**config.mk**
```make
export PLATFORM = sky130hd
export DESIGN_NAME = uart_cmd_parser
export DESIGN_NICKNAME = d
export VERILOG_FILES = /design/src/rtl/uart_cmd_parser_pkg.sv /design/src/rtl/uart_cmd_match.sv /design/src/rtl/uart_cmd_parser.sv
export SDC_FILE = /design/constraint.sdc
export NUM_CORES = 1
export LEC_CHECK = 0
export BUFFER_PORTS_ARGS = -buffer_cell sky130_fd_sc_hd__clkbuf_2
export CAP_MARGIN = 5
export CORE_MARGIN = 4
export CORE_UTILIZATION = 50
export DETAILED_ROUTE_END_ITERATION = 10
export PLACE_DENSITY = 0.7
export SETUP_SLACK_MARGIN = 0.15
export SKIP_CTS_REPAIR_TIMING = 1
export SYNTH_ARGS = -nofsm -noshare
export SYNTH_HDL_FRONTEND = slang
export SYNTH_HIERARCHICAL = 1
export SYNTH_SLANG_ARGS = --single-unit
```
**constraint.sdc**
```tcl
create_clock -name clk -period 1.7 [get_ports clk]
set_input_delay 0.34 -clock clk [delete_from_list [all_inputs] [get_ports clk]]
set_output_delay 0.34 -clock clk [all_outputs]
set_load 0.01 [all_outputs]
```
**src/rtl/uart_cmd_parser_pkg.sv**
```systemverilog
// Shared types and keyword table for the UART command parser.
// Keywords are stored right-justified so a character is picked by its position from the left.
package uart_cmd_pkg;

   typedef enum logic [2:0] {
      CMD_NONE    = 3'd0,
      CMD_START   = 3'd1,
      CMD_PAUSE   = 3'd2,
      CMD_RESUME  = 3'd3,
      CMD_RESTART = 3'd4,
      CMD_RESET   = 3'd5,
      CMD_NEXT    = 3'd6,
      CMD_STOP    = 3'd7
   } cmd_e;

   typedef enum logic [1:0] {
      S_RECV    = 2'd0,
      S_PROC    = 2'd1,
      S_MATCH   = 2'd2,
      S_DISCARD = 2'd3
   } state_e;

   localparam logic [7:0] ASCII_LF = 8'h0A;
   localparam logic [7:0] ASCII_CR = 8'h0D;

   localparam int KW_NUM = 7;
   localparam int KW_MAX = 7;

   // Entry index equals the command code.
   localparam logic [KW_MAX*8-1:0] KW_TEXT [1:KW_NUM] = '{
      {16'h0, "start"}, {16'h0, "pause"}, {8'h0, "resume"}, "restart",
      {16'h0, "reset"}, {24'h0, "next"}, {24'h0, "stop"}
   };
   localparam int KW_LEN [1:KW_NUM] = '{5, 5, 6, 7, 5, 4, 4};

   function automatic logic [7:0] kw_char(input int code, input int pos);
      return KW_TEXT[code][(KW_LEN[code]-1-pos)*8 +: 8];
   endfunction

endpackage

```
**src/rtl/uart_cmd_match.sv**
```systemverilog
// Combinational keyword lookup: compares the first len buffered characters
// against every table entry of exactly that length.
module uart_cmd_match
   import uart_cmd_pkg::*;
#(
   parameter int MAX_LEN = 8,
   parameter int LW      = $clog2(MAX_LEN + 1)
) (
   input  logic [MAX_LEN*8-1:0] buf_i,
   input  logic [LW-1:0]        len_i,
   output logic                 hit_o,
   output cmd_e                 code_o
);

   logic eq;

   always_comb begin
      hit_o  = 1'b0;
      code_o = CMD_NONE;
      eq     = 1'b0;
      for (int c = 1; c <= KW_NUM; c++) begin
         eq = (KW_LEN[c] <= MAX_LEN) && (int'(len_i) == KW_LEN[c]);
         for (int p = 0; p < KW_MAX && p < MAX_LEN; p++) begin
            if (p < KW_LEN[c] && buf_i[p*8 +: 8] != kw_char(c, p)) eq = 1'b0;
         end
         if (eq && !hit_o) begin
            hit_o  = 1'b1;
            code_o = cmd_e'(3'(c));
         end
      end
   end

endmodule

```
**src/rtl/uart_cmd_parser.sv**
```systemverilog
// Pops ASCII bytes from a first-word-fall-through RX FIFO, assembles '\n'-terminated
// lines and pulses a command code (or an error) once per completed line.
module uart_cmd_parser
   import uart_cmd_pkg::*;
#(
   parameter int MAX_LEN = 8
) (
   input  logic       clk,
   input  logic       reset,
   input  logic [7:0] rx_data,
   input  logic       rx_empty,
   output logic       rx_pop,
   output logic       cmd_valid,
   output logic [2:0] cmd_code,
   output logic       cmd_err,
   output logic       busy,
   output state_e     dbg_state_o
);

   localparam int LW = $clog2(MAX_LEN + 1);

   state_e               state_q;
   logic [LW-1:0]        len_q;
   logic [MAX_LEN*8-1:0] buf_q;
   logic [7:0]           byte_q;
   logic                 valid_q;
   logic                 err_q;
   logic [2:0]           code_q;
   logic                 hit;
   cmd_e                 hit_code;

   uart_cmd_match #(.MAX_LEN(MAX_LEN)) u_match (
      .buf_i  (buf_q),
      .len_i  (len_q),
      .hit_o  (hit),
      .code_o (hit_code)
   );

   // Pops only in the two consuming states; held low while reset is asserted.
   assign rx_pop      = reset && !rx_empty && (state_q == S_RECV || state_q == S_DISCARD);
   assign busy        = (state_q != S_RECV);
   assign cmd_valid   = valid_q;
   assign cmd_err     = err_q;
   assign cmd_code    = code_q;
   assign dbg_state_o = state_q;

   always_ff @(posedge clk or negedge reset) begin
      if (!reset) begin
         state_q <= S_RECV;
         len_q   <= '0;
         buf_q   <= '0;
         byte_q  <= '0;
         valid_q <= 1'b0;
         err_q   <= 1'b0;
         code_q  <= '0;
      end else begin
         valid_q <= 1'b0;
         err_q   <= 1'b0;
         case (state_q)
            S_RECV: begin
               if (!rx_empty) begin
                  byte_q  <= rx_data;
                  state_q <= S_PROC;
               end
            end
            S_PROC: begin
               if (byte_q == ASCII_LF) begin
                  state_q <= (len_q == '0) ? S_RECV : S_MATCH;
               end else if (byte_q == ASCII_CR) begin
                  state_q <= S_RECV;
               end else if (len_q < LW'(MAX_LEN)) begin
                  for (int i = 0; i < MAX_LEN; i++) begin
                     if (len_q == LW'(i)) buf_q[i*8 +: 8] <= byte_q;
                  end
                  len_q   <= len_q + LW'(1);
                  state_q <= S_RECV;
               end else begin
                  state_q <= S_DISCARD;
               end
            end
            S_MATCH: begin
               if (hit) begin
                  valid_q <= 1'b1;
                  code_q  <= hit_code;
               end else begin
                  err_q <= 1'b1;
               end
               len_q   <= '0;
               state_q <= S_RECV;
            end
            S_DISCARD: begin
               // Drain the rest of an overlong line; its '\n' reports the error.
               if (!rx_empty && rx_data == ASCII_LF) begin
                  err_q   <= 1'b1;
                  len_q   <= '0;
                  state_q <= S_RECV;
               end
            end
            default: state_q <= S_RECV;
         endcase
      end
   end

endmodule

```
==> flow_summary.json, run 1 <==
{
  "power_density_mw_per_mm2": 1690,
  "clock-root-buffer": "sky130_fd_sc_hd__clkbuf_8",
  "area_growth_syn_to_layout_pct": 39.8,
  "fill_cells": 438,
  "critPathKind": "reg2reg",
  "max_slew_margin": 0.732,
  "drtAntennaViolNets": 0,
  "chipHeight_um": 96.3,
  "place.gp.congestion": 0.890,
  "n_antenna_cell": 0,
  "timing_hold_violations_final": 0,
  "mapped_cell_area_mm2": 0.00390,
  "worst_slew_pin_slew_ns": 0.396,
  "fp.dieArea_mm2": 0.00927,
  "synth_fp_nets": 316,
  "number_of_antenna_violations_at_the_first_check_in_global_routing": 0,
  "initial_core_util": 0.526,
  "grt_setup_unrepaired": "true",
  "insertion_delay_ns": 0.35,
  "endpoint_kind": "flop",
  "critPathRequiredTime_ns": 1.94,
  "clock_sink_count": 75,
  "pwr-share-clk": 0.148,
  "first_global_vias": 2882,
  "total_switching_power_w": 0.00329,
  "timing.final.max_slew_violations": 0,
  "share_seq_of_total_power": 0.352,
  "fmax_ghz": 0.480,
  "run_status": "complete, but fails checks",
  "synth_cells": 296,
  "global_route_wire_length_before_repair_um": 14700,
  "cts_htree_levels": 3,
  "numCtsBuffers": 9,
  "globalRouteOverflowTotal": 0,
  "floorplan.io_pins": 20,
  "cts_tree": "done",
  "grt_start_max_net_pins": 76,
  "leakage_nw": 2.77,
  "die_w_um": 96.3,
  "setup_viol_count_final": 62,
  "violations": "setup timing",
  "fin_ws_ns": -0.385,
  "p_int_w": 0.00595,
  "dr.first_iter.drc_count": 150,
  "holdCritPathClass": "in2async",
  "io_buffers": 19,
  "final_net_count": 419,
  "worst-endpoint-arrival_ns": 2.32,
  "p_comb_frac": 0.500,
  "worst_setup_hold_path_clk_slew_ns": 0.08,
  "drt-pass1-iter-count": 4,
  "route.vias.total": 2918,
  "fin_util": 0.736,
  "post-route-min-period_ns": 2.09,
  "drive_above_1_share": 0.629,
  "final.period_utilization": 1.23,
  "viasPerCell": 5.80,
  "route.detailed.drc": 0,
  "core_area_mm2": 0.00741,
  "cts-root-to-sink-buffers": 2,
  "yosysWarningCount": 6,
  "start_kind": "flop",
  "placement_rows": 31,
  "postSynthAreaPerCell_um2": 13.2,
  "dpl.hpwl_um": 6530,
  "drv.max_cap_violation_count": 0,
  "postRouteWirelength_um": 10000,
  "wl_per_cell_um": 19.9,
  "track_usage": 0.213,
  "ir_drop_mv": 1.29,
  "final.setup_skew_ns": 0.00718,
  "timing.critical_path.fanout_max": 4,
  "timing.hold.ws_ns": 0.0507,
  "netSwitchingFraction": 0.356
}
-- registers in the layout, summed over array words and instances, names as in the netlist --
name	count
len_q	4
cmd_valid	1
dbg_state_o	2
cmd_code	3
byte_q	8
cmd_err	1
buf_q	56
-- final cells by class --
| class | count | area [µm²] | area share |
|---|---|---|---|
| Tap cell | 99 | 124 | 0.0227 |
| Inverter | 11 | 46.3 | 0.00849 |
| Timing Repair Buffer | 104 | 802 | 0.147 |
| Clock buffer | 11 | 141 | 0.0259 |
| Sequential cell | 75 | 1880 | 0.345 |
| Multi-Input combinational cell | 198 | 2400 | 0.441 |
| Clock inverter | 5 | 52.6 | 0.00964 |
-- power groups by stage --
stage | logic [W] | registers [W] | clock network [W]
3_3_place_gp | 0.00398 | 0.00317 | 0
5_1_grt | 0.00492 | 0.00334 | 0.00147
2_1_floorplan | 0.00265 | 0.00304 | 0
6_report | 0.00462 | 0.00325 | 0.00137
3_5_place_dp | 0.00407 | 0.00321 | 0
4_1_cts | 0.00410 | 0.00318 | 0.00139
-- routing by layer --
metal	GRT usage	up-vias	routed length, µm	share of wire
met5	0	-	0	0
met3	0.0407	18	452	0.045
li1	-	1316	-	-
met1	0.277	1493	4230	0.42
met2	0.359	91	5140	0.51
met4	0.0689	0	187	0.019
-- worst paths after layout --
path / cells after the start / startpoint / endpoint / slack (ns)
min: 2 / reset / buf_q[14] / 0.05
max in group asynchronous: 2 / reset / dbg_state_o[0] / 1.32
min in group clk: 2 / rx_data[1] / byte_q[1] / 0.23
max: 7 / buf_q[19] / cmd_code[2] / -0.39
min reg2reg: 1 / cmd_code[0] / cmd_code[0] / 0.51
max reg2reg: 7 / buf_q[19] / cmd_code[2] / -0.39
-- cell usage in the layout, fill, tap and decap left out, drive strengths merged, types with 2 or more instances in the layout --
cell / instances
nand4: 14
clkinv: 3
a21oi: 4
inv: 11
o211ai: 5
o21ai: 5
clkbuf: 29
or4: 2
nor4b: 5
nor4: 8
a31oi: 2
nand3: 6
and4b: 3
nor2b: 3
and4bb: 4
nor4bb: 3
dfrtp: 75
nor2: 8
mux2: 68
nor3b: 7
nand2: 15
and3b: 6
ha: 9
nand4b: 6
buf: 86
-- per-stage QoR --
| step | area [µm²] | TNS [ns] | total power (W) | setup WS, ns | cells |
|---|---|---|---|---|---|
| 6_report | 5450 | -8.24 | 0.00924 | -0.385 | 503 |
| 5_1_grt | 5450 | -12.08 | 0.00974 | -0.505 | 503 |
| 4_1_cts | 5000 | -6.34 | 0.00868 | -0.461 | 487 |
| 3_5_place_dp | 4810 | -4.77 | 0.00728 | -0.443 | 471 |
| 3_3_place_gp | 4810 | -3.10 | 0.00715 | -0.478 | 471 |
| 2_1_floorplan | 4100 | -0.789 | 0.00568 | -0.0729 | 296 |
-- critical path: stages, from the launching register on --
cell and delay [ns]:
sky130_fd_sc_hd__dfrtp_1 0.43, sky130_fd_sc_hd__nor4bb_2 0.37, sky130_fd_sc_hd__nand4_1 0.18, sky130_fd_sc_hd__nor4_2 0.35, sky130_fd_sc_hd__a32oi_2 0.18, sky130_fd_sc_hd__nand3_2 0.13, sky130_fd_sc_hd__nand2_4 0.07, sky130_fd_sc_hd__mux2_2 0.27
(Power assumes the default switching activity.)
==> run 2: changes to the inputs <==
- CORE_ASPECT_RATIO: unset -> 1.1
==> run 2 against run 1 <==
Effect of this change:
- largest cell class unchanged
- sequential share of layout area grew 0.57 points
- design area shrank 1.6%
- maximum frequency grew 1.2%
- the run still ends with setup timing left
==> flow_summary.json, run 2 (synthesis gave the netlist of run 1 again) <==
{
  "critical_path.reg2reg.startpoint": "buf_q[15]",
  "fin_ws_ns": -0.360,
  "viasPerCell": 5.57,
  "path_cells": "and4bb_2 -> nand4_1 -> buf_4 -> nor4_4 -> a211oi_2 -> nand3_1 -> nand2_2 -> mux2_2",
  "placement_rows": 33,
  "cts_htree_levels": 3,
  "first_global_vias": 2909,
  "finish.cell_count_without_fillers": 500,
  "cp_num_cells": 8,
  "track_usage": 0.219,
  "largest_registers": "buf_q: 56 flops, byte_q: 8 flops, len_q: 4 flops",
  "timing.final.max_slew_violations": 0,
  "top_family_by_delay_on_critical_path": "simple AND/OR/NAND/NOR gates",
  "number_of_antenna_violations_at_the_first_check_in_global_routing": 0,
  "clock-root-buffer": "sky130_fd_sc_hd__clkbuf_8",
  "io_buffers": 19,
  "place.gp.congestion": 0.926,
  "setup.worst_path.end": "cmd_code[2]",
  "number_of_placed_cells_counting_well_taps": 472,
  "max_slew_margin": 0.701,
  "fin_util": 0.714,
  "worst-endpoint-arrival_ns": 2.29,
  "timing_hold_violations_final": 0,
  "global_route_wire_length_before_repair_um": 15300,
  "cts-root-to-sink-buffers": 2,
  "crit_path_start": "buf_q[15]",
  "numCtsBuffers": 9,
  "dpl_cell_area_mm2": 0.00478,
  "postRouteWirelength_um": 9890,
  "fp.dieArea_mm2": 0.00928,
  "n_antenna_cell": 0,
  "reg2reg_depth": 8,
  "initial_core_util": 0.519,
  "drt-pass1-iter-count": 4,
  "r2r_setup_slack_ns": -0.36,
  "violations": "setup timing",
  "insertion_delay_ns": 0.35,
  "drtAntennaViolNets": 0,
  "final.period_utilization": 1.21,
  "fill_cells": 533,
  "final.setup_skew_ns": 0.0131,
  "drive_above_1_share": 0.610,
  "crit_path_top_delay_cell": "sky130_fd_sc_hd__dfrtp_1",
  "floorplan.io_pins": 20,
  "area_growth_syn_to_layout_pct": 37.5,
  "run_status": "complete, but fails checks",
  "critPathRequiredTime_ns": 1.93,
  "cts_tree": "done",
  "finalInstanceArea_mm2": 0.00536,
  "fmax_ghz": 0.485,
  "globalRouteOverflowTotal": 0,
  "layout_common_cells": "sky130_fd_sc_hd__dfrtp_1 (71), sky130_fd_sc_hd__buf_4 (70), sky130_fd_sc_hd__mux2_4 (54)",
  "dr.first_iter.drc_count": 94,
  "route.detailed.drc": 0,
  "power_density_mw_per_mm2": 1770,
  "core_area_mm2": 0.00751,
  "critPathKind": "reg2reg",
  "crit-reg2reg-capture": "cmd_code[2]",
  "worst_slew_pin_slew_ns": 0.443,
  "setup_viol_count_final": 62,
  "chipHeight_um": 101,
  "post-route-min-period_ns": 2.06,
  "timing.hold.ws_ns": 0.0507,
  "start_kind": "flop",
  "die_w_um": 92.2,
  "final_net_count": 410,
  "registers.top_by_ff_count": "buf_q",
  "route.vias.total": 2786,
  "grt_setup_unrepaired": "true",
  "leakage_nw": 2.64,
  "dpl.hpwl_um": 6770,
  "largest_reg_flops": 56,
  "critPathMaxStageDelay_ns": 0.39,
  "drv.max_cap_violation_count": 0,
  "wl_per_cell_um": 19.8,
  "holdCritPathClass": "in2async",
  "worst_setup_hold_path_clk_slew_ns": 0.08,
  "ir_drop_mv": 1.12,
  "endpoint_kind": "flop",
  "grt_start_max_net_pins": 76,
  "wp_buf_inv": 1,
  "layout_commonest_cell": "sky130_fd_sc_hd__dfrtp_1",
  "timing.critical_path.fanout_max": 4,
  "clock_sink_count": 75
}
-- run 2: changes by cell type in the layout (fill, tap and decap cells not counted), sizes merged --
cell | previous run | this run
clkinv | 3 | 0
bufinv | 1 | 3
clkbuf | 29 | 28
buf | 86 | 79
-- run 2: final cells by class --
cell class | instances | area, µm² | area share
multi-input cells | 198 | 2310 | 0.430
flip-flops and latches | 75 | 1880 | 0.351
repair buffers | 95 | 739 | 0.138
clock buffers | 12 | 155 | 0.0289
well taps | 105 | 131 | 0.0245
clock inverters | 4 | 97.6 | 0.0182
inverters | 11 | 48.8 | 0.00910
-- run 2: worst min path at each step --
stage                     startpoint         to  slack, ns  cells after the start
final                          reset  buf_q[13]       0.05                      2
after global routing           reset  buf_q[13]       0.07                      2
after CTS                      reset  buf_q[13]       0.08                      2
after detailed placement       reset  buf_q[13]       0.46                      2
after global placement         reset  buf_q[13]       0.46                      2
after floorplan                reset   buf_q[0]       0.04                      0
-- run 2: through the flow --
step	power (W)	TNS, ns	setup slack [ns]
finish	0.00949	-5.12	-0.360
global route	0.0100	-10.15	-0.456
CTS	0.00898	-6.51	-0.482
detailed placement	0.00725	-4.72	-0.455
global placement	0.00711	-2.70	-0.471
floorplan	0.00568	-0.789	-0.0729
-- run 2: layer usage --
| metal | track usage | part of all wire | routed length [µm] | up-vias |
|---|---|---|---|---|
| met1 | 0.282 | 0.44 | 4320 | 1406 |
| met3 | 0.0515 | 0.035 | 347 | 13 |
| met5 | 0 | 0 | 0 | - |
| met4 | 0.0549 | 0.017 | 169 | 0 |
| met2 | 0.374 | 0.51 | 5060 | 59 |
| li1 | - | - | - | 1308 |
-- run 2: worst reg2reg max path, stage by stage (launching register included) --
cell	delay, ns
sky130_fd_sc_hd__dfrtp_1	0.39
sky130_fd_sc_hd__and4bb_2	0.34
sky130_fd_sc_hd__nand4_1	0.15
sky130_fd_sc_hd__buf_4	0.18
sky130_fd_sc_hd__nor4_4	0.29
sky130_fd_sc_hd__a211oi_2	0.07
sky130_fd_sc_hd__nand3_1	0.14
sky130_fd_sc_hd__nand2_2	0.10
sky130_fd_sc_hd__mux2_2	0.28
-- run 2: power by group --
group	switching, W	internal [W]
Clock	0.000644	0.00106
Sequential	0.000670	0.00257
Combinational	0.00192	0.00264
==> run 3: changes to the inputs <==
- CTS_BUF_LIST: unset -> sky130_fd_sc_hd__clkbuf_4 sky130_fd_sc_hd__clkbuf_8 sky130_fd_sc_hd__clkbuf_16
==> run 3 against run 2 <==
Effect of this change:
- sequential cell count stayed put
- total power is 0.16% higher
- clock-buffer cell count stayed put
- sequential power hardly changed
- clock skew is 0.0013 ns lower
- largest cell class unchanged
- critical path type unchanged
- design area hardly changed
- largest power group unchanged
- utilization hardly changed
- cell count stayed put
- hold slack hardly changed
- setup slack stayed put
- combinational power hardly changed
- critical path depth stayed put
- the flow still finishes with violations (setup timing)
==> flow_summary.json, run 3 (synthesis gave the netlist of run 1 again) <==
{
  "route.top_layer_used": "met4",
  "number_of_antenna_violations_at_the_first_check_in_global_routing": 0,
  "worst_slew_pin_slew_ns": 0.443,
  "routedLengthMet1_um": 4320,
  "final.period_utilization": 1.21,
  "setup_viol_count_final": 62,
  "postRouteWirelength_um": 9900,
  "finalInstanceArea_mm2": 0.00537,
  "cts_htree_levels": 3,
  "track_usage": 0.219,
  "crit-reg2reg-capture": "cmd_code[2]",
  "endpoint_kind": "flop",
  "n_antenna_cell": 0,
  "first_global_vias": 2909,
  "layout_commonest_cell": "sky130_fd_sc_hd__dfrtp_1",
  "layout_common_cells": "sky130_fd_sc_hd__dfrtp_1 (71), sky130_fd_sc_hd__buf_4 (70), sky130_fd_sc_hd__mux2_4 (54)",
  "critPathRequiredTime_ns": 1.93,
  "chipHeight_um": 101,
  "wl_per_cell_um": 19.8,
  "global_route_wire_length_before_repair_um": 15300,
  "start_kind": "flop",
  "numCtsBuffers": 9,
  "holdCritPathClass": "in2async",
  "place.gp.congestion": 0.926,
  "timing_hold_violations_final": 0,
  "largest_registers": "buf_q: 56 flops, byte_q: 8 flops, len_q: 4 flops",
  "fin_util": 0.714,
  "fp.dieArea_mm2": 0.00928,
  "drv.max_cap_violation_count": 0,
  "post-route-min-period_ns": 2.06,
  "timing.critical_path.fanout_max": 4,
  "initial_core_util": 0.519,
  "io_buffers": 19,
  "run_status": "complete, but fails checks",
  "r2r_setup_slack_ns": -0.36,
  "fmax_ghz": 0.485,
  "critPathKind": "reg2reg",
  "leakage_nw": 2.65,
  "critical_path.reg2reg.startpoint": "buf_q[15]",
  "dp_slack_ns": -0.455,
  "drt-pass1-iter-count": 4,
  "route.vias.total": 2784,
  "largest_reg_flops": 56,
  "final.setup_skew_ns": 0.0118,
  "final.setup.tns_ns": -5.04,
  "dpl_cell_area_mm2": 0.00478,
  "registers.top_by_ff_count": "buf_q",
  "grt_setup_unrepaired": "true",
  "die_w_um": 92.2,
  "power_density_mw_per_mm2": 1770,
  "clock_sink_count": 75,
  "fin_ws_ns": -0.360,
  "final_net_count": 410,
  "reg2reg_depth": 8,
  "drive_above_1_share": 0.613,
  "met3RoutedLength_um": 347,
  "worst-endpoint-arrival_ns": 2.29,
  "violations": "setup timing",
  "dpl.hpwl_um": 6770,
  "globalRouteOverflowTotal": 0,
  "dr.first_iter.drc_count": 93,
  "max_slew_margin": 0.701,
  "drtAntennaViolNets": 0,
  "insertion_delay_ns": 0.35,
  "cts-root-to-sink-buffers": 2,
  "viasPerCell": 5.57,
  "route.detailed.drc": 0,
  "floorplan.io_pins": 20,
  "placement_rows": 33,
  "grt_start_max_net_pins": 76,
  "area_growth_syn_to_layout_pct": 37.6,
  "dr_wl_met2_um": 5060,
  "ir_drop_mv": 1.12,
  "timing.final.max_slew_violations": 0,
  "clock-root-buffer": "sky130_fd_sc_hd__clkbuf_8",
  "worst_setup_hold_path_clk_slew_ns": 0.08,
  "cts_tree": "done",
  "core_area_mm2": 0.00751
}
[run 3: worst max-delay path by stage]
stage,start,endpoint,cells past startpoint
floorplan,buf_q[3],cmd_code[0],7
global placement,buf_q[34],cmd_code[2],7
detailed placement,buf_q[34],cmd_code[2],7
CTS,buf_q[34],cmd_code[2],7
global route,buf_q[15],cmd_code[2],8
finish,buf_q[15],cmd_code[2],8
[run 3: stage by stage]
stage | std cells | total power, W | hold WS, ns
2_1_floorplan | 296 | 0.00568 | 0.0444
3_3_place_gp | 472 | 0.00711 | 0.459
3_5_place_dp | 472 | 0.00725 | 0.461
4_1_cts | 488 | 0.00899 | 0.0772
5_1_grt | 500 | 0.0100 | 0.0716
6_report | 500 | 0.00951 | 0.0510
[run 3: worst max-delay path, stage by stage, from the launching register on]
cell and delay (ns):
sky130_fd_sc_hd__dfrtp_1 0.39, sky130_fd_sc_hd__and4bb_2 0.34, sky130_fd_sc_hd__nand4_1 0.14, sky130_fd_sc_hd__buf_4 0.18
sky130_fd_sc_hd__nor4_4 0.29, sky130_fd_sc_hd__a211oi_2 0.07, sky130_fd_sc_hd__nand3_1 0.14, sky130_fd_sc_hd__nand2_2 0.10
sky130_fd_sc_hd__mux2_2 0.28
[run 3: metal layers]
| metal | GRT usage | vias to the layer above |
|---|---|---|
| met5 | 0 | - |
| met4 | 0.0549 | 0 |
| met3 | 0.0515 | 13 |
| met2 | 0.374 | 59 |
| met1 | 0.282 | 1405 |
| li1 | - | 1307 |
[run 3: report_power, final]
part / internal [W] / switching [W] / total, W / leakage, nW
clock: 0.00107 / 0.000642 / 0.00171 / 0.126
combinational: 0.00264 / 0.00192 / 0.00455 / 1.58
sequential: 0.00257 / 0.000671 / 0.00324 / 0.940
total: 0.00628 / 0.00323 / 0.00951 / 2.65
[run 3: final cells by class]
cell class | count | area, µm²
Timing Repair Buffer | 95 | 739
Clock inverter | 4 | 97.6
Multi-Input combinational cell | 198 | 2310
Inverter | 11 | 48.8
Tap cell | 105 | 131
Sequential cell | 75 | 1880
Fill cell | 533 | 2150
Clock buffer | 12 | 159
